### config.mk
export PLATFORM = sky130hd
export DESIGN_NAME = ddr3_init_seq
export DESIGN_NICKNAME = d
export VERILOG_FILES = /design/src/rtl/ddr3_pkg.sv /design/src/rtl/ddr3_init_timer.sv /design/src/rtl/ddr3_init_seq.sv
export SDC_FILE = /design/constraint.sdc
export NUM_CORES = 1
export LEC_CHECK = 0
export ABC_CLOCK_PERIOD_IN_PS = 4700
export BUFFER_PORTS_ARGS = -buffer_cell sky130_fd_sc_hd__buf_2
export CAP_MARGIN = 20
export CELL_PAD_IN_SITES_DETAIL_PLACEMENT = 1
export CELL_PAD_IN_SITES_GLOBAL_PLACEMENT = 1
export CORE_MARGIN = 3
export CORE_UTILIZATION = 47
export CTS_CLUSTER_DIAMETER = 100
export DETAILED_ROUTE_END_ITERATION = 10
export PLACE_DENSITY = 0.82
export SYNTH_ARGS = -nofsm -noshare
export SYNTH_HDL_FRONTEND = slang
export SYNTH_SLANG_ARGS = --single-unit
### constraint.sdc
create_clock -name clk -period 4.7 [get_ports clk]
set_input_delay 0.47 -clock clk [delete_from_list [all_inputs] [get_ports clk]]
set_output_delay 0.47 -clock clk [all_outputs]
set_load 0.01 [all_outputs]
### src/rtl/ddr3_pkg.sv
`default_nettype none
// ============================================================================
// Module      : ddr3_pkg
// Description : Shared types, command encodings, timing and mode-register
//               helpers for the DDR3 initialisation sequencer.
// Revision    : 1.0 - initial release
// ============================================================================
package ddr3_pkg;

    typedef enum logic [3:0] {
        ST_RST_HOLD = 4'd0,
        ST_CKE_WAIT = 4'd1,
        ST_XPR      = 4'd2,
        ST_MR2      = 4'd3,
        ST_MR3      = 4'd4,
        ST_MR1      = 4'd5,
        ST_MR0      = 4'd6,
        ST_ZQCL     = 4'd7,
        ST_DONE     = 4'd8
    } init_state_t;

    // {ras_n, cas_n, we_n}; DESEL additionally keeps every cs_n high
    localparam logic [2:0] c_cmd_nop   = 3'b111;
    localparam logic [2:0] c_cmd_mrs   = 3'b000;
    localparam logic [2:0] c_cmd_zqcl  = 3'b110;
    localparam logic [2:0] c_cmd_desel = 3'b111;

    localparam int c_t_mrd    = 4;
    localparam int c_t_zqinit = 512;

    localparam int c_mr0_cl_lsb  = 4;
    localparam int c_mr0_cl_a2   = 2;
    localparam int c_mr0_dll_rst = 8;
    localparam int c_mr0_wr_lsb  = 9;
    localparam int c_mr2_cwl_lsb = 3;

    localparam logic [15:0] c_mr1_val   = 16'h0006;
    localparam logic [15:0] c_mr3_val   = 16'h0000;
    localparam logic [15:0] c_zqcl_addr = 16'h0400;

    // ceil(t / period); the epsilon keeps exact multiples from rounding up
    function automatic int ns2cyc(input real t_ns, input real period_ns);
        int n;
        n = $rtoi(t_ns / period_ns);
        if ((real'(n) * period_ns) < (t_ns - 1.0e-9))
            n = n + 1;
        return n;
    endfunction

    function automatic int imax(input int a, input int b);
        return (a > b) ? a : b;
    endfunction

    function automatic logic [15:0] mr0_val(input int cl, input int wr);
        logic [15:0] v;
        v = '0;
        if (cl >= 12) begin
            v[c_mr0_cl_lsb +: 3] = 3'(cl - 12);
            v[c_mr0_cl_a2]       = 1'b1;
        end else begin
            v[c_mr0_cl_lsb +: 3] = 3'(cl - 4);
        end
        // WR 5..8 encode linearly, 10/12/14 as WR/2, 16 wraps to 0
        if (wr <= 8)
            v[c_mr0_wr_lsb +: 3] = 3'(wr - 4);
        else if (wr < 16)
            v[c_mr0_wr_lsb +: 3] = 3'(wr / 2);
        v[c_mr0_dll_rst] = 1'b1;
        return v;
    endfunction

    function automatic logic [15:0] mr2_val(input int cwl);
        logic [15:0] v;
        v = '0;
        v[c_mr2_cwl_lsb +: 3] = 3'(cwl - 5);
        return v;
    endfunction

endpackage
`default_nettype wire

### src/rtl/ddr3_init_timer.sv
`default_nettype none
// ============================================================================
// Module      : ddr3_init_timer
// Description : Loadable down-counter that stops at zero and flags done.
// Revision    : 1.0 - initial release
// ============================================================================
module ddr3_init_timer #(
    parameter int WIDTH     = 8,
    parameter int RESET_VAL = 0
) (
    input  logic             clk,
    input  logic             rst,
    input  logic             i_load,
    input  logic [WIDTH-1:0] i_load_val,
    output logic             o_done
);

    logic [WIDTH-1:0] r_count;

    always_ff @(posedge clk or posedge rst) begin
        if (rst)
            r_count <= WIDTH'(RESET_VAL);
        else if (i_load)
            r_count <= i_load_val;
        else if (r_count != '0)
            r_count <= r_count - 1'b1;
    end

    assign o_done = (r_count == '0);

endmodule
`default_nettype wire

### src/rtl/ddr3_init_seq.sv
`default_nettype none
// ============================================================================
// Module      : ddr3_init_seq
// Description : DDR3 power-up / initialisation sequencer for 1..4 ranks.
// Revision    : 1.0 - initial release
// ============================================================================
module ddr3_init_seq
    import ddr3_pkg::*;
#(
    parameter real DDR_CLK_PERIOD = 3.0,
    parameter int  RANKS          = 1,
    parameter int  ROW_W          = 14,
    parameter int  BANK_W         = 3,
    parameter int  CL             = 9,
    parameter int  CWL            = 7,
    parameter int  WR             = 10,
    parameter int  SIM_FAST       = 0
) (
    input  logic              clk,
    input  logic              reset,
    input  logic              reinit,
    output logic              ddr_reset_n,
    output logic              cke,
    output logic [RANKS-1:0]  cs_n,
    output logic              ras_n,
    output logic              cas_n,
    output logic              we_n,
    output logic [BANK_W-1:0] ba,
    output logic [ROW_W-1:0]  addr,
    output logic [RANKS-1:0]  odt,
    output logic              init_done
);

    localparam int c_t_rst = (SIM_FAST != 0) ? ns2cyc(200.0, DDR_CLK_PERIOD)
                                             : ns2cyc(200000.0, DDR_CLK_PERIOD);
    localparam int c_t_cke = (SIM_FAST != 0) ? ns2cyc(500.0, DDR_CLK_PERIOD)
                                             : ns2cyc(500000.0, DDR_CLK_PERIOD);
    localparam int c_t_xpr = imax(5, ns2cyc(170.0, DDR_CLK_PERIOD));
    localparam int c_t_mod = imax(12, ns2cyc(15.0, DDR_CLK_PERIOD));

    // Sized for the longest wait; in fast mode ZQINIT outgrows T_CKE
    localparam int c_t_max  = imax(imax(c_t_rst, c_t_cke), c_t_zqinit);
    localparam int c_cnt_w  = $clog2(c_t_max + 1);
    localparam int c_rank_w = (RANKS > 1) ? $clog2(RANKS) : 1;

    localparam logic [c_cnt_w-1:0]  c_ld_rst    = c_cnt_w'(c_t_rst - 1);
    localparam logic [c_cnt_w-1:0]  c_ld_cke    = c_cnt_w'(c_t_cke - 1);
    localparam logic [c_cnt_w-1:0]  c_ld_xpr    = c_cnt_w'(c_t_xpr - 1);
    localparam logic [c_cnt_w-1:0]  c_ld_mrd    = c_cnt_w'(c_t_mrd - 1);
    localparam logic [c_cnt_w-1:0]  c_ld_mod    = c_cnt_w'(c_t_mod - 1);
    localparam logic [c_cnt_w-1:0]  c_ld_zqinit = c_cnt_w'(c_t_zqinit - 1);
    localparam logic [c_rank_w-1:0] c_last_rank = c_rank_w'(RANKS - 1);
    localparam logic [15:0]         c_mr0       = mr0_val(CL, WR);
    localparam logic [15:0]         c_mr2       = mr2_val(CWL);

    init_state_t         r_state;
    init_state_t         w_next;
    logic [c_rank_w-1:0] r_rank;
    logic [c_rank_w-1:0] w_rank_next;
    logic                w_load;
    logic [c_cnt_w-1:0]  w_load_val;
    logic                w_tmr_done;
    logic                w_entering;
    logic [RANKS-1:0]    w_cs_rank;

    logic                w_reset_n;
    logic                w_cke;
    logic [RANKS-1:0]    w_cs_n;
    logic [2:0]          w_cmd;
    logic [BANK_W-1:0]   w_ba;
    logic [ROW_W-1:0]    w_addr;
    logic                w_done;

    // Reset pre-loads the RST_HOLD wait, as if the state had just been entered
    ddr3_init_timer #(
        .WIDTH     (c_cnt_w),
        .RESET_VAL (c_t_rst - 1)
    ) u_timer (
        .clk        (clk),
        .rst        (reset),
        .i_load     (w_load),
        .i_load_val (w_load_val),
        .o_done     (w_tmr_done)
    );

    always_ff @(posedge clk or posedge reset) begin
        if (reset) begin
            r_state <= ST_RST_HOLD;
            r_rank  <= '0;
        end else begin
            r_state <= w_next;
            r_rank  <= w_rank_next;
        end
    end

    always_comb begin
        w_next      = r_state;
        w_rank_next = r_rank;
        w_load      = 1'b0;
        w_load_val  = '0;
        case (r_state)
            ST_RST_HOLD: if (w_tmr_done) begin
                w_next = ST_CKE_WAIT; w_load = 1'b1; w_load_val = c_ld_cke;
            end
            ST_CKE_WAIT: if (w_tmr_done) begin
                w_next = ST_XPR; w_load = 1'b1; w_load_val = c_ld_xpr;
            end
            ST_XPR: if (w_tmr_done) begin
                w_next = ST_MR2; w_load = 1'b1; w_load_val = c_ld_mrd;
            end
            ST_MR2: if (w_tmr_done) begin
                w_next = ST_MR3; w_load = 1'b1; w_load_val = c_ld_mrd;
            end
            ST_MR3: if (w_tmr_done) begin
                w_next = ST_MR1; w_load = 1'b1; w_load_val = c_ld_mrd;
            end
            ST_MR1: if (w_tmr_done) begin
                w_next = ST_MR0; w_load = 1'b1; w_load_val = c_ld_mod;
            end
            ST_MR0: if (w_tmr_done) begin
                w_next = ST_ZQCL; w_load = 1'b1; w_load_val = c_ld_zqinit;
            end
            ST_ZQCL: if (w_tmr_done) begin
                w_load     = 1'b1;
                w_load_val = c_ld_mrd;
                if (r_rank == c_last_rank) begin
                    w_next = ST_DONE;
                end else begin
                    w_next      = ST_MR2;
                    w_rank_next = r_rank + 1'b1;
                end
            end
            ST_DONE: if (reinit) begin
                w_next      = ST_RST_HOLD;
                w_rank_next = '0;
                w_load      = 1'b1;
                w_load_val  = c_ld_rst;
            end
            default: begin
                w_next      = ST_RST_HOLD;
                w_rank_next = '0;
                w_load      = 1'b1;
                w_load_val  = c_ld_rst;
            end
        endcase
    end

    // Pins are decoded from the next state so each phase lands on its entry edge
    assign w_entering = (w_next != r_state);
    assign w_cs_rank  = ~(RANKS'(1) << w_rank_next);

    always_comb begin
        w_reset_n = 1'b1;
        w_cke     = 1'b1;
        w_cs_n    = '0;
        w_cmd     = c_cmd_nop;
        w_ba      = '0;
        w_addr    = '0;
        w_done    = 1'b0;
        case (w_next)
            ST_RST_HOLD: begin
                w_reset_n = 1'b0;
                w_cke     = 1'b0;
                w_cs_n    = '1;
                w_cmd     = c_cmd_desel;
            end
            ST_CKE_WAIT: begin
                w_cke  = 1'b0;
                w_cs_n = '1;
                w_cmd  = c_cmd_desel;
            end
            ST_MR2, ST_MR3, ST_MR1, ST_MR0, ST_ZQCL: begin
                w_cs_n = w_cs_rank;
                if (w_entering) begin
                    w_cmd = c_cmd_mrs;
                    case (w_next)
                        ST_MR2: begin w_ba = BANK_W'(2); w_addr = ROW_W'(c_mr2);     end
                        ST_MR3: begin w_ba = BANK_W'(3); w_addr = ROW_W'(c_mr3_val); end
                        ST_MR1: begin w_ba = BANK_W'(1); w_addr = ROW_W'(c_mr1_val); end
                        ST_MR0: begin w_ba = BANK_W'(0); w_addr = ROW_W'(c_mr0);     end
                        default: begin
                            w_cmd  = c_cmd_zqcl;
                            w_addr = ROW_W'(c_zqcl_addr);
                        end
                    endcase
                end
            end
            ST_DONE: w_done = 1'b1;
            default: ;
        endcase
    end

    always_ff @(posedge clk or posedge reset) begin
        if (reset) begin
            ddr_reset_n           <= 1'b0;
            cke                   <= 1'b0;
            cs_n                  <= '1;
            {ras_n, cas_n, we_n}  <= 3'b111;
            ba                    <= '0;
            addr                  <= '0;
            init_done             <= 1'b0;
        end else begin
            ddr_reset_n           <= w_reset_n;
            cke                   <= w_cke;
            cs_n                  <= w_cs_n;
            {ras_n, cas_n, we_n}  <= w_cmd;
            ba                    <= w_ba;
            addr                  <= w_addr;
            init_done             <= w_done;
        end
    end

    assign odt = '0;

endmodule
`default_nettype wire

## Word-level counts from Yosys, hierarchy flattened

Cells that the tools add are included.

| operators by class | value |
|---|---|
| $add $sub $neg | 2 |
| multipliers | 0 |
| divide/modulo/power cells | 0 |
| magnitude comparators | 0 |
| equality and inequality tests | 16 |
| shift operators | 1 |
| mux-type cells | 40 |
| bitwise operators | 1 |
| reduce and logical (&&, ||, !) cells | 11 |

Operators with widths:

| kind | count |
|---|---|
| case mux 18 bit (6 select lines) | 1 |
| two-way mux 18 bit | 3 |
| case mux 12 bit (4 select lines) | 1 |
| two-way mux 4 bit | 11 |
| case mux 4 bit (9 select lines) | 1 |
| equality test 4 x 3 -> 1 bit, second input constant | 8 |
| two-way mux 12 bit | 2 |
| zero test 18 bit | 1 |
| nonzero test 18 bit | 1 |
| subtractor 18 x 1 -> 18 bit, second input constant | 1 |
| two-way mux 17 bit | 1 |
| equality test 4 x 2 -> 1 bit, second input constant | 3 |
| two-way mux 3 bit | 3 |
| two-way mux 9 bit | 1 |
| equality test 4 x 1 -> 1 bit, second input constant | 2 |
| equality test 4 bit, second input constant | 2 |
| zero test 4 bit | 2 |
| two-way mux 1 bit | 8 |
| OR reduction 4 bit | 2 |
| OR reduction 8 bit | 1 |
| OR reduction 7 bit | 1 |
| two-way mux 2 bit | 3 |
| two-way mux 6 bit | 1 |
| case mux 2 bit (3 select lines) | 1 |
| other kinds (9) | 10 |

| word-level totals | value |
|---|---|
| register bits after elaboration | 47 |
| bits in latches | 0 |
| memory bits (writable) | 0 |
| bits in read-only memories | 0 |
| bits of input ports | 3 |
| output and inout port bits | 25 |
| word-level logic and storage cells | 83 |
| memories | 0 |

## Longest topological paths before layout

Gate-level depths: netlist (run 1).

| depth | value |
|---|---|
| word-level depth | 8 |
| mapped depth | 8 |
| gate-level depth less buffers | 8 |

## Cells and area by module

From an unflattened synthesis (run 1), not the netlist that was laid out.

| second synthesis, totals | value |
|---|---|
| cells, all modules | 220 |
| area total of the unflattened synthesis | 2,108.3 um2 |

By module, submodules not included:

| module | times used | cells each | area each (um2) |
|---|---|---|---|
| ddr3_init_timer | 1 | 114 | 1,144.8 |
| ddr3_init_seq | 1 | 106 | 963.4 |

## Worst setup path after synthesis (run 1)

Ideal clock, no wire load.

| timing path | value |
|---|---|
| path kind | register to register |
| from | register u_timer.r_count[0] |
| to | register ddr_reset_n |
| setup time | 131 ps |
| arrival time | 1,976 ps |
| required time | 4,569 ps |
| slack | 2,593 ps |
| stages on the path, launching flop included | 9 |
| buffers on the path | 0 |
| cell sequence | dfrtp_1 inv_1 ha_1 nand2b_1 nor4b_4 and4_1 a211o_2 inv_1 or3b_1 |

| on the way | value |
|---|---|
| cells in the longest elaborated chain, start to end | 5 |

Ends and longest elaborated chain:

| item | RTL line | text |
|---|---|---|
| from (decl) | ddr3_init_timer.sv:18 | `logic [WIDTH-1:0] r_count;` |
| from (signal assigned) | ddr3_init_timer.sv:22 | `r_count <= WIDTH'(RESET_VAL);` |
| from (signal assigned) | ddr3_init_timer.sv:24 | `r_count <= i_load_val;` |
| from (signal assigned) | ddr3_init_timer.sv:26 | `r_count <= r_count - 1'b1;` |
| zero test 18 bit * | ddr3_init_timer.sv:29 | `assign o_done = (r_count == '0);` |
| two-way mux 4 bit, or another cell as far along | ddr3_init_seq.sv:123 | `ST_ZQCL: if (w_tmr_done) begin` |
| case mux 4 bit (9 select lines) * | ddr3_init_seq.sv:101 | `case (r_state)` |
| net w_next[1] | ddr3_init_seq.sv:57 | `init_state_t w_next;` |
| zero test 4 bit * | ddr3_init_seq.sv:160 | `case (w_next)` |
| two-way mux 1 bit * | ddr3_init_seq.sv:160 |  |
| net w_reset_n | ddr3_init_seq.sv:66 | `logic w_reset_n;` |
| to (signal assigned) | ddr3_init_seq.sv:203 | `ddr_reset_n <= w_reset_n;` |
| to (decl) | ddr3_init_seq.sv:22 | `output logic ddr_reset_n,` |

Mark *: on every way through the listed nets, which the timed path passes. The rest lies on a longest branch.
A chain may end at the register's enable or synchronous reset.

## Final worst setup path (run 1)

| timing path | value |
|---|---|
| from | register r_state[0] |
| to | register u_timer.r_count[11] |

| on the way | value |
|---|---|
| cells in the longest elaborated chain, start to end | 4 |

Ends and longest elaborated chain:

| item | RTL line | text |
|---|---|---|
| from (decl) | ddr3_init_seq.sv:56 | `init_state_t r_state;` |
| from (signal assigned) | ddr3_init_seq.sv:91 | `r_state <= w_next;` |
| equality test 4 x 3 -> 1 bit, or another cell as far along | ddr3_init_seq.sv:101 |  |
| OR reduction 4 bit (no line) / OR reduction 8 bit (equally long branches) | n/a |  |
| case mux 18 bit (6 select lines) / case mux 1 bit (2 select lines) (equally long branches) | ddr3_init_seq.sv:101 |  |
| two-way mux 18 bit / nonzero test 2 bit (equally long branches) | n/a |  |

Parallel ways exist; a longest one is shown, timed or not.

==> results of run 1 <==
[cell usage after synthesis (3+ instances only)]
cell	count	area share [%]
nor2_1	18	3.2
or4_1	3	1.1
dfrtp_1	26	31
a21oi_1	13	3.1
inv_1	8	1.4
nor3_1	6	1.4
nand3_1	7	1.7
clkbuf_1	8	1.4
dfstp_2	9	11
nand4_1	4	1.2
a31oi_1	5	1.5
buf_4	13	4.7
nand2_1	11	2.0
xor2_1	4	1.7
xnor2_1	11	4.6
nor4_1	6	1.8
buf_2	3	0.72
o21ai_0	12	2.9
[power groups by stage]
stage          sequential (mW)  clock, mW  combinational [mW]
5_1_grt                  0.492      0.233               0.259
3_5_place_dp             0.484          0               0.223
4_1_cts                  0.479      0.217               0.226
3_3_place_gp             0.480          0               0.217
2_1_floorplan            0.450          0               0.202
6_report                 0.482      0.218               0.226
[area by class of cell]
type                            instances  area [um2]  share of cell area, %
Sequential cell                        35         887                   40.1
Timing Repair Buffer                   20         103                   4.64
Inverter                                8        30.0                   1.36
Multi-Input combinational cell        159        1050                   47.4
Clock buffer                            8        80.1                   3.62
Tap cell                               50        62.6                   2.83
[per-stage QoR]
step                      instances  hold WS, ns  cell area, um2  power, mW
after floorplan                 226        0.493            2110      0.652
after global placement          272        0.543            2130      0.696
after detailed placement        272        0.550            2130      0.707
after CTS                       280        0.283            2210      0.922
after global routing            280        0.315            2210      0.984
final                           280        0.254            2210      0.925
[registers in the layout, summed over array words and instances, names as in the netlist]
name,flops
addr,4
ba,2
cas_n,1
cke,1
cs_n,1
ddr_reset_n,1
init_done,1
r_rank,1
r_state,4
u_timer.r_count,18
we_n,1
[worst min-delay path by stage]
stage | endpoint | cells after the start | startpoint | slack, ns
floorplan | u_timer.r_count[0] | 1 | u_timer.r_count[0] | 0.49
global placement | u_timer.r_count[0] | 1 | u_timer.r_count[0] | 0.54
detailed placement | u_timer.r_count[0] | 1 | u_timer.r_count[0] | 0.55
CTS | u_timer.r_count[17] | 3 | reset | 0.28
global route | cke | 3 | reset | 0.32
finish | cke | 3 | reset | 0.25
[logic make-up after synthesis]
kind of cell / after synthesis / share of synthesized area, %
and+or+nand+nor: 78 / 23.1
AOI/OAI and AO/OA: 55 / 17.8
DFF: 35 / 42.6
buffers and inverters: 32 / 8.30
xor gates and xnor gates: 15 / 6.31
adders and majority gates: 2 / 1.20
other: 1 / 0.180
muxes: 1 / 0.481
[routing by layer]
layer | vias to the layer above | share of wire [%]
met5 | - | 0
met4 | 0 | 1.5
met3 | 7 | 5.4
met2 | 40 | 44
met1 | 845 | 49
li1 | 805 | -
[critical path: cells and delay by family (launching register included)]
| family | cells | cell delay (ns) |
|---|---|---|
| and+or+nand+nor | 4 | 1.97 |
| DFF | 1 | 0.59 |
| AOI/OAI and AO/OA | 1 | 0.21 |
==> impl_metrics.csv, run 1 <==
group,metric,value,unit
yosys,synth_area,0.00208,mm2
floorplan,io_pins,28,
yosys,synth_async_sr_flop_share,100,%
clock_network,clkTransAtPathRegs,0.08,ns
timing,layout_min_cycle_time,2.84,ns
floorplan,core,0.00414,mm2
cells_and_area,diodes,0,
clock_network,root_buffer,"clkbuf_8",
power,comb_power_share,24.4,%
power,clockPowerShare,23.5,%
global_route,grt_use_met3,4.99,%
floorplan,dieArea,0.00526,mm2
route,via_count,1697,
worst_setup_path,endpoint,"u_timer.r_count[11]",
power,switching_share,36.1,%
placement,hpwl,3530,um
worst_setup_path,start_kind,"flip-flop",
outcome,status,"completed",
clock_network,insertion_delay,0.30,ns
worst_setup_path,critPathRequiredTime,4.92,ns
worst_setup_path,cpPeakStageDelay,0.91,ns
worst_setup_path,crit_start,"r_state[0]",
floorplan,die_h,72.5,um
global_route,grt_pass1_vias,1632,
placement,numPortBuffers,19,
min_path,hp-class,"input port to asynchronous set/reset pin",
cells_and_area,final.fill_count,490,
global_route,antenna_found_initial,0,
route,routed_wl,5130,um
clock_network,htree_levels,2,
yosys,ys_warn_count,0,
timing,worst_pin_slew,1.03,ns
placement,place.gp.congestion,0.810,
global_route,grtUsageMet1,32.0,%
timing,rsz0062_at_grt,"no",
worst_setup_path,path_class,"flip-flop to flip-flop",
timing,fin_crit_sh,60.4,%
cells_and_area,nets,234,
power,power_density,419,mW/mm2
timing,fin_tns_setup,0,ns
timing,finalSetupViolCount,0,
power,power_frac_seq,52.1,%
clock_network,cts_made_buffers,5,
power,leakage,0.953,nW
global_route,grt.total_usage,21.6,%
global_route,overflow,0,
worst_setup_path,cp_cell_sequence,"nor4_1 -> nand2_1 -> nor3_2 -> nor2_1 -> o21ai_0",
cells_and_area,post-route-util,53.3,%
power,power_switching,0.334,mW
clock_network,ctsResizeCount,0,
floorplan,die_w,72.5,um
yosys,synth_edf_count,0,
route,routed_via_density,6.06,
worst_setup_path,r2r_end,"u_timer.r_count[11]",
route,drt_iter0_markers,158,
power,peakVddDrop,0.304,mV
placement,pre_cts_slack,2.00,ns
global_route,busiest_layer,"met1",
global_route,grt_max_degree,36,
global_route,grt_first_pass_wirelength,8650,um
worst_setup_path,end_kind,"flip-flop",
route,wl_per_cell,18.3,um
cells_and_area,layout_common_cells,"dfrtp_1, buf_2, nor2_1",
floorplan,rows,23,
floorplan,start_util,50.2,%
cells_and_area,drive_above_1_share,20.4,%
run,drv_cap,0,
clock_network,post_cts_buffers,0,
power,p_int,0.591,mW
worst_setup_path,ff2ff_path_depth,5,
timing,maxSlewHeadroom,30.7,%
yosys,ys_types,57,
route,remaining_drc_errors,0,
global_route,met2_usage,30.7,%
clock_network,cts.path.max_buffers,2,
route,drt-pass1-iter-count,4,
cells_and_area,syn_to_final_growth,6.19,%
cells_and_area,final_common_cell,"dfrtp_1",
yosys,synth_seq_cells,35,
worst_setup_path,cp.arrival,3.06,ns
timing,drv_slew,0,
yosys,ys_seq_area_share,42.6,%
worst_setup_path,critPathSlowestCell,"nor3_2",
clock_network,cts_hold_buf,0,
yosys,syn_inst,219,
worst_setup_path,r2r-start,"r_state[0]",
clock_network,cts_tree,"yes",
clock_network,clock_sinks,35,
timing,setup_slack,1.86,ns
timing,clock_skew,0.0127,ns
timing,fmax,352,MHz
timing,hold_viol_final,0,
yosys,synthFlopType,"dfrtp_1",
worst_setup_path,regToRegSetupSlack,1.86,ns
yosys,avgSynthCellArea,9.50,um2
worst_setup_path,worstPathMaxFanout,18,
route,final_antenna_net_count,0,
Note: power is estimated with default switching activity, not from simulation.
==> run 2, diff against run 1 <==
--- a/config.mk
+++ b/config.mk
@@ -5,16 +5,16 @@
 export SDC_FILE = /design/constraint.sdc
 export NUM_CORES = 1
 export LEC_CHECK = 0
-export ABC_CLOCK_PERIOD_IN_PS = 4700
+export ABC_CLOCK_PERIOD_IN_PS = 2400
 export BUFFER_PORTS_ARGS = -buffer_cell sky130_fd_sc_hd__buf_2
 export CAP_MARGIN = 20
 export CELL_PAD_IN_SITES_DETAIL_PLACEMENT = 1
 export CELL_PAD_IN_SITES_GLOBAL_PLACEMENT = 1
 export CORE_MARGIN = 3
-export CORE_UTILIZATION = 47
+export CORE_UTILIZATION = 40
 export CTS_CLUSTER_DIAMETER = 100
 export DETAILED_ROUTE_END_ITERATION = 10
-export PLACE_DENSITY = 0.82
+export PLACE_DENSITY = 0.74
 export SYNTH_ARGS = -nofsm -noshare
 export SYNTH_HDL_FRONTEND = slang
 export SYNTH_SLANG_ARGS = --single-unit
==> constraint.sdc (replaced) <==
create_clock -name clk -period 2.4 [get_ports clk]
set_input_delay 0.24 -clock clk [delete_from_list [all_inputs] [get_ports clk]]
set_output_delay 0.24 -clock clk [all_outputs]
set_load 0.01 [all_outputs]
==> run 2 against run 1 <==
Effect of this change: critical path type unchanged; core utilization fell by 4.1 points; hold slack got worse by 0.21 ns; cell count rose by 14%; worst setup slack got worse by 1.7 ns; die area rose by 16%; flip-flop and latch count did not move; cell area rose by 8.8%; largest cell class unchanged.
==> impl_metrics.csv, run 2 (synthesis results as in run 1) <==
group,metric,value,unit
clock_network,clkTransAtPathRegs,0.07,ns
route,remaining_drc_errors,0,
worst_setup_path,r2r-start,"u_timer.r_count[7]",
timing,maxSlewHeadroom,66.0,%
worst_setup_path,cp.arrival,2.40,ns
global_route,grt_first_pass_wirelength,9240,um
global_route,grt_max_degree,36,
global_route,antenna_found_initial,0,
worst_setup_path,worstPathMaxFanout,6,
cells_and_area,syn_to_final_growth,15.5,%
timing,fmax,447,MHz
timing,fin_tns_setup,0,ns
floorplan,die_w,78.1,um
route,final_antenna_net_count,0,
power,leakage,1.07,nW
power,peakVddDrop,0.476,mV
route,drt-pass1-iter-count,4,
min_path,hp-class,"input port to asynchronous set/reset pin",
worst_setup_path,regToRegSetupSlack,0.16,ns
timing,clock_skew,0.00386,ns
placement,postPlaceCellArea,0.00232,mm2
cells_and_area,nets,256,
timing,rsz0062_at_grt,"no",
timing,drv_slew,0,
clock_network,insertion_delay,0.29,ns
worst_setup_path,critPathRequiredTime,2.56,ns
clock_network,cts.path.max_buffers,2,
worst_setup_path,start_kind,"flip-flop",
worst_setup_path,critPathSlowestCell,"dfrtp_1",
run,drv_cap,0,
worst_setup_path,end_kind,"flip-flop",
global_route,overflow,0,
cells_and_area,fin_area,0.00240,mm2
worst_setup_path,crit_start,"u_timer.r_count[7]",
worst_setup_path,cp_cell_sequence,"nor4_4 -> and3_1 -> buf_4 -> and4_1 -> a211o_2 -> inv_1 -> or3b_1",
clock_network,cts_made_buffers,5,
timing,finalSetupViolCount,0,
route,drt_iter0_markers,81,
cells_and_area,final.fill_count,596,
timing,hold_viol_final,0,
floorplan,io_pins,28,
cells_and_area,post-route-util,49.3,%
floorplan,start_util,42.6,%
cells_and_area,largest_register_ffs,18,
floorplan,die_h,78.1,um
cells_and_area,final_common_cell,"dfrtp_1",
cells_and_area,diodes,0,
floorplan,rows,25,
placement,place.gp.congestion,0.836,
clock_network,root_buffer,"clkbuf_8",
global_route,grt_pass1_vias,1804,
timing,layout_min_cycle_time,2.24,ns
route,routed_via_density,5.66,
route,wl_per_cell,17.2,um
route,via_count,1807,
worst_setup_path,path_class,"flip-flop to flip-flop",
outcome,status,"completed",
clock_network,post_cts_buffers,0,
clock_network,htree_levels,2,
floorplan,core,0.00488,mm2
worst_setup_path,ff2ff_path_depth,7,
cells_and_area,drive_above_1_share,29.0,%
worst_setup_path,r2r_end,"ddr_reset_n",
route,routed_wl,5480,um
cells_and_area,layout_common_cells,"dfrtp_1, buf_4, buf_2",
placement,numPortBuffers,19,
power,power_density,774,mW/mm2
clock_network,cts_tree,"yes",
cells_and_area,top_regs,"u_timer.r_count x18, addr x4, r_state x4",
floorplan,dieArea,0.00610,mm2
placement,hpwl,4030,um
global_route,grt.total_usage,19.3,%
worst_setup_path,cpPeakStageDelay,0.42,ns
cells_and_area,regMostFlops,"u_timer.r_count",
timing,worst_pin_slew,0.497,ns
clock_network,clock_sinks,35,
timing,fin_crit_sh,93.2,%
## run 2: metal layers
metal	vias to the layer above	track usage [%]	share of wire (%)
li1	847	-	-
met1	904	26.8	48
met2	46	29.9	46
met3	10	3.67	4.8
met4	0	7.17	1.5
met5	-	0	0
## run 2: power by group
| part | switching, mW | internal [mW] |
|---|---|---|
| sequential | 0.199 | 0.747 |
| clock | 0.209 | 0.204 |
| combinational | 0.258 | 0.246 |
## run 2: cell type report
type / count / area (um2) / area share, %
sequential: 35 / 887 / 36.9
inverter: 8 / 30.0 / 1.25
clock inverter: 1 / 5.00 / 0.208
tap: 67 / 83.8 / 3.49
clock buffer: 7 / 76.3 / 3.18
timing repair buffer: 42 / 268 / 11.1
multi-input combinational: 159 / 1050 / 43.8
## run 2: stage by stage
step | power [mW] | std cells | hold slack [ns] | setup WS, ns
after floorplan | 1.28 | 226 | 0.388 | 0.293
after global placement | 1.42 | 311 | 0.361 | 0.142
after detailed placement | 1.45 | 311 | 0.365 | 0.0575
after CTS | 1.87 | 319 | 0.0589 | 0.0440
after global routing | 1.98 | 319 | 0.0754 | 0.00161
final | 1.86 | 319 | 0.0452 | 0.162
## run 2: what timing repair did
action	CTS	global route
setup endpoints to repair	0	17
resized for setup	0	3
hold buffers	0	0
## run 2: worst max-delay path by stage
stage / to / slack, ns / depth (start not counted)
floorplan: ddr_reset_n / 0.29 / 8
global placement: u_timer.r_count[5] / 0.14 / 7
detailed placement: u_timer.r_count[5] / 0.06 / 7
CTS: u_timer.r_count[5] / 0.04 / 7
global route: ba[1] / 0.002 / 7
finish: ddr_reset_n / 0.16 / 7
## run 2: critical path: cells and delay by family (launching register included)
kind	cells	cell delay (ns)
buf+inv	2	0.23
simple gates	4	1.32
compound gates	1	0.14
flops	1	0.42
==> run 3, diff against run 2 <==
--- a/config.mk
+++ b/config.mk
@@ -15,6 +15,7 @@
 export CTS_CLUSTER_DIAMETER = 100
 export DETAILED_ROUTE_END_ITERATION = 10
 export PLACE_DENSITY = 0.74
+export RECOVER_POWER = 50
 export SYNTH_ARGS = -nofsm -noshare
 export SYNTH_HDL_FRONTEND = slang
 export SYNTH_SLANG_ARGS = --single-unit
==> run 3 against run 2 <==
Effect of this change: the flow now finishes with violations (capacitance limit, slew limit); clock skew up 0.0013 ns; sequential share of layout area up 0.21 points; worst setup slack worse by 0.0072 ns; clock-buffer cell count unchanged; hold slack better by 0.37 ns; highest routed layer unchanged; largest power group unchanged; first-iteration DRC count up 3.7%; sequential power about the same; via count down 0.94%; flip-flop and latch count unchanged.
==> impl_metrics.csv, run 3 (synthesis results as in run 1) <==
group,metric,value,unit
worst_setup_path,critPathRequiredTime,2.56,ns
placement,dp_cells,311,
worst_setup_path,ff2ff_path_depth,7,
clock_network,htree_levels,2,
timing,clock_skew,0.00513,ns
cells_and_area,drive_above_1_share,25.4,%
clock_network,post_cts_buffers,0,
placement,hpwl,4030,um
min_path,hp-class,"input port to flip-flop",
floorplan,io_pins,28,
clock_network,cts_made_buffers,5,
worst_setup_path,crit_start,"u_timer.r_count[7]",
worst_setup_path,worstPathMaxFanout,6,
timing,fmax,445,MHz
route,drt-pass1-iter-count,4,
power,power_switching,0.665,mW
worst_setup_path,end_kind,"flip-flop",
floorplan,dieArea,0.00610,mm2
worst_setup_path,r2r_end,"ddr_reset_n",
cells_and_area,regMostFlops,"u_timer.r_count",
timing,drv_slew,36,
global_route,grt.total_usage,19.3,%
power,power_frac_seq,50.7,%
power,comb_power_share,27.1,%
worst_setup_path,endpoint,"ddr_reset_n",
cells_and_area,final_common_cell,"dfrtp_1",
route,drt_iter0_markers,84,
route,via_count,1790,
run,drv_cap,1,
power,p_int,1.20,mW
worst_setup_path,r2r-start,"u_timer.r_count[7]",
outcome,status,"complete, but fails checks",
global_route,overflow,0,
cells_and_area,top_regs,"u_timer.r_count x18, addr x4, r_state x4",
power,peakVddDrop,0.473,mV
power,power_density,779,mW/mm2
power,leakage,1.03,nW
clock_network,cts_tree,"yes",
cells_and_area,fin_area,0.00239,mm2
floorplan,rows,25,
power,p_total,1.86,mW
clock_network,clock_sinks,35,
worst_setup_path,cp.arrival,2.41,ns
route,routed_wl,5520,um
floorplan,die_w,78.1,um
timing,finalSetupViolCount,0,
timing,fin_tns_setup,0,ns
cells_and_area,largest_register_ffs,18,
timing,fin_crit_sh,93.5,%
worst_setup_path,path_class,"flip-flop to flip-flop",
clock_network,insertion_delay,0.29,ns
clock_network,root_buffer,"clkbuf_8",
clock_network,cts.path.max_buffers,2,
floorplan,start_util,42.6,%
power,clockPowerShare,22.3,%
timing,hold_viol_final,0,
global_route,grt_pass1_vias,1804,
placement,pre_cts_slack,0.0575,ns
placement,numPortBuffers,19,
worst_setup_path,start_kind,"flip-flop",
timing,layout_min_cycle_time,2.25,ns
clock_network,clkTransAtPathRegs,0.07,ns
worst_setup_path,regToRegSetupSlack,0.15,ns
placement,place.gp.congestion,0.836,
route,wl_per_cell,17.3,um
floorplan,die_h,78.1,um
global_route,grt_max_degree,36,
timing,worst_pin_slew,1.85,ns
timing,rsz0062_at_grt,"no",
cells_and_area,layout_common_cells,"dfrtp_1, buf_4, nor2_1",
placement,postPlaceCellArea,0.00232,mm2
route,final_antenna_net_count,0,
power,switching_share,35.7,%
cells_and_area,syn_to_final_growth,14.9,%
floorplan,core,0.00488,mm2
outcome,violations,"capacitance limit, slew limit",
timing,maxSlewHeadroom,-23.4,%
cells_and_area,nets,256,
cells_and_area,diodes,0,
global_route,grt_first_pass_wirelength,9240,um
timing,setup_slack,0.155,ns
route,routed_via_density,5.61,
route,remaining_drc_errors,0,
global_route,antenna_found_initial,0,
cells_and_area,final_cells,319,
==> run 3: metal layers <==
layer / up-vias / share of wire (%) / track usage [%]
li1: 846 / - / -
met1: 886 / 48 / 26.8
met2: 48 / 45 / 29.9
met3: 10 / 5.1 / 3.67
met4: 0 / 1.5 / 7.17
met5: - / 0 / 0
==> run 3: power by group through the flow <==
stage          registers, mW  clock network [mW]  logic [mW]
4_1_cts                0.940               0.424       0.504
5_1_grt                0.966               0.446       0.568
6_report               0.943               0.414       0.504
3_5_place_dp           0.948                   0       0.498
2_1_floorplan          0.881                   0       0.396
3_3_place_gp           0.942                   0       0.483
==> run 3: cell type report <==
cell class	count	area, um2
sequential	35	887
clock inverter	1	5.00
inverter	8	30.0
fill	599	2490
multi-input combinational	159	1050
tap	67	83.8
timing repair buffer	42	254
clock buffer	7	76.3
==> run 3: how the worst min path moves through the flow <==
stage | from | end | slack (ns) | cells past startpoint
4_1_cts | reset | u_timer.r_count[11] | 0.06 | 3
6_report | reinit | init_done | 0.42 | 4
5_1_grt | reinit | r_state[3] | 0.47 | 4
3_5_place_dp | reset | addr[2] | 0.36 | 3
3_3_place_gp | reset | addr[2] | 0.36 | 3
2_1_floorplan | reset | addr[10] | 0.39 | 1
==> run 3: worst max-delay path, stage by stage, from the launching register on <==
cell and delay (ns):
dfrtp_1 0.42, nor4_4 0.43, and3_1 0.35, buf_4 0.18
and4_1 0.18, a211o_2 0.14, inv_1 0.05, or3b_1 0.37
==> run 3: timing repair <==
item,in CTS,in global routing
hold buffers,0,0
gates resized for setup,0,3
endpoints found under the setup margin,0,17
==> run 3: stage by stage <==
| step | utilization [%] | hold WS, ns |
|---|---|---|
| finish | 49.0 | 0.418 |
| CTS | 49.1 | 0.0589 |
| global placement | 47.5 | 0.361 |
| detailed placement | 47.5 | 0.365 |
| global route | 49.0 | 0.474 |
| floorplan | - | 0.388 |
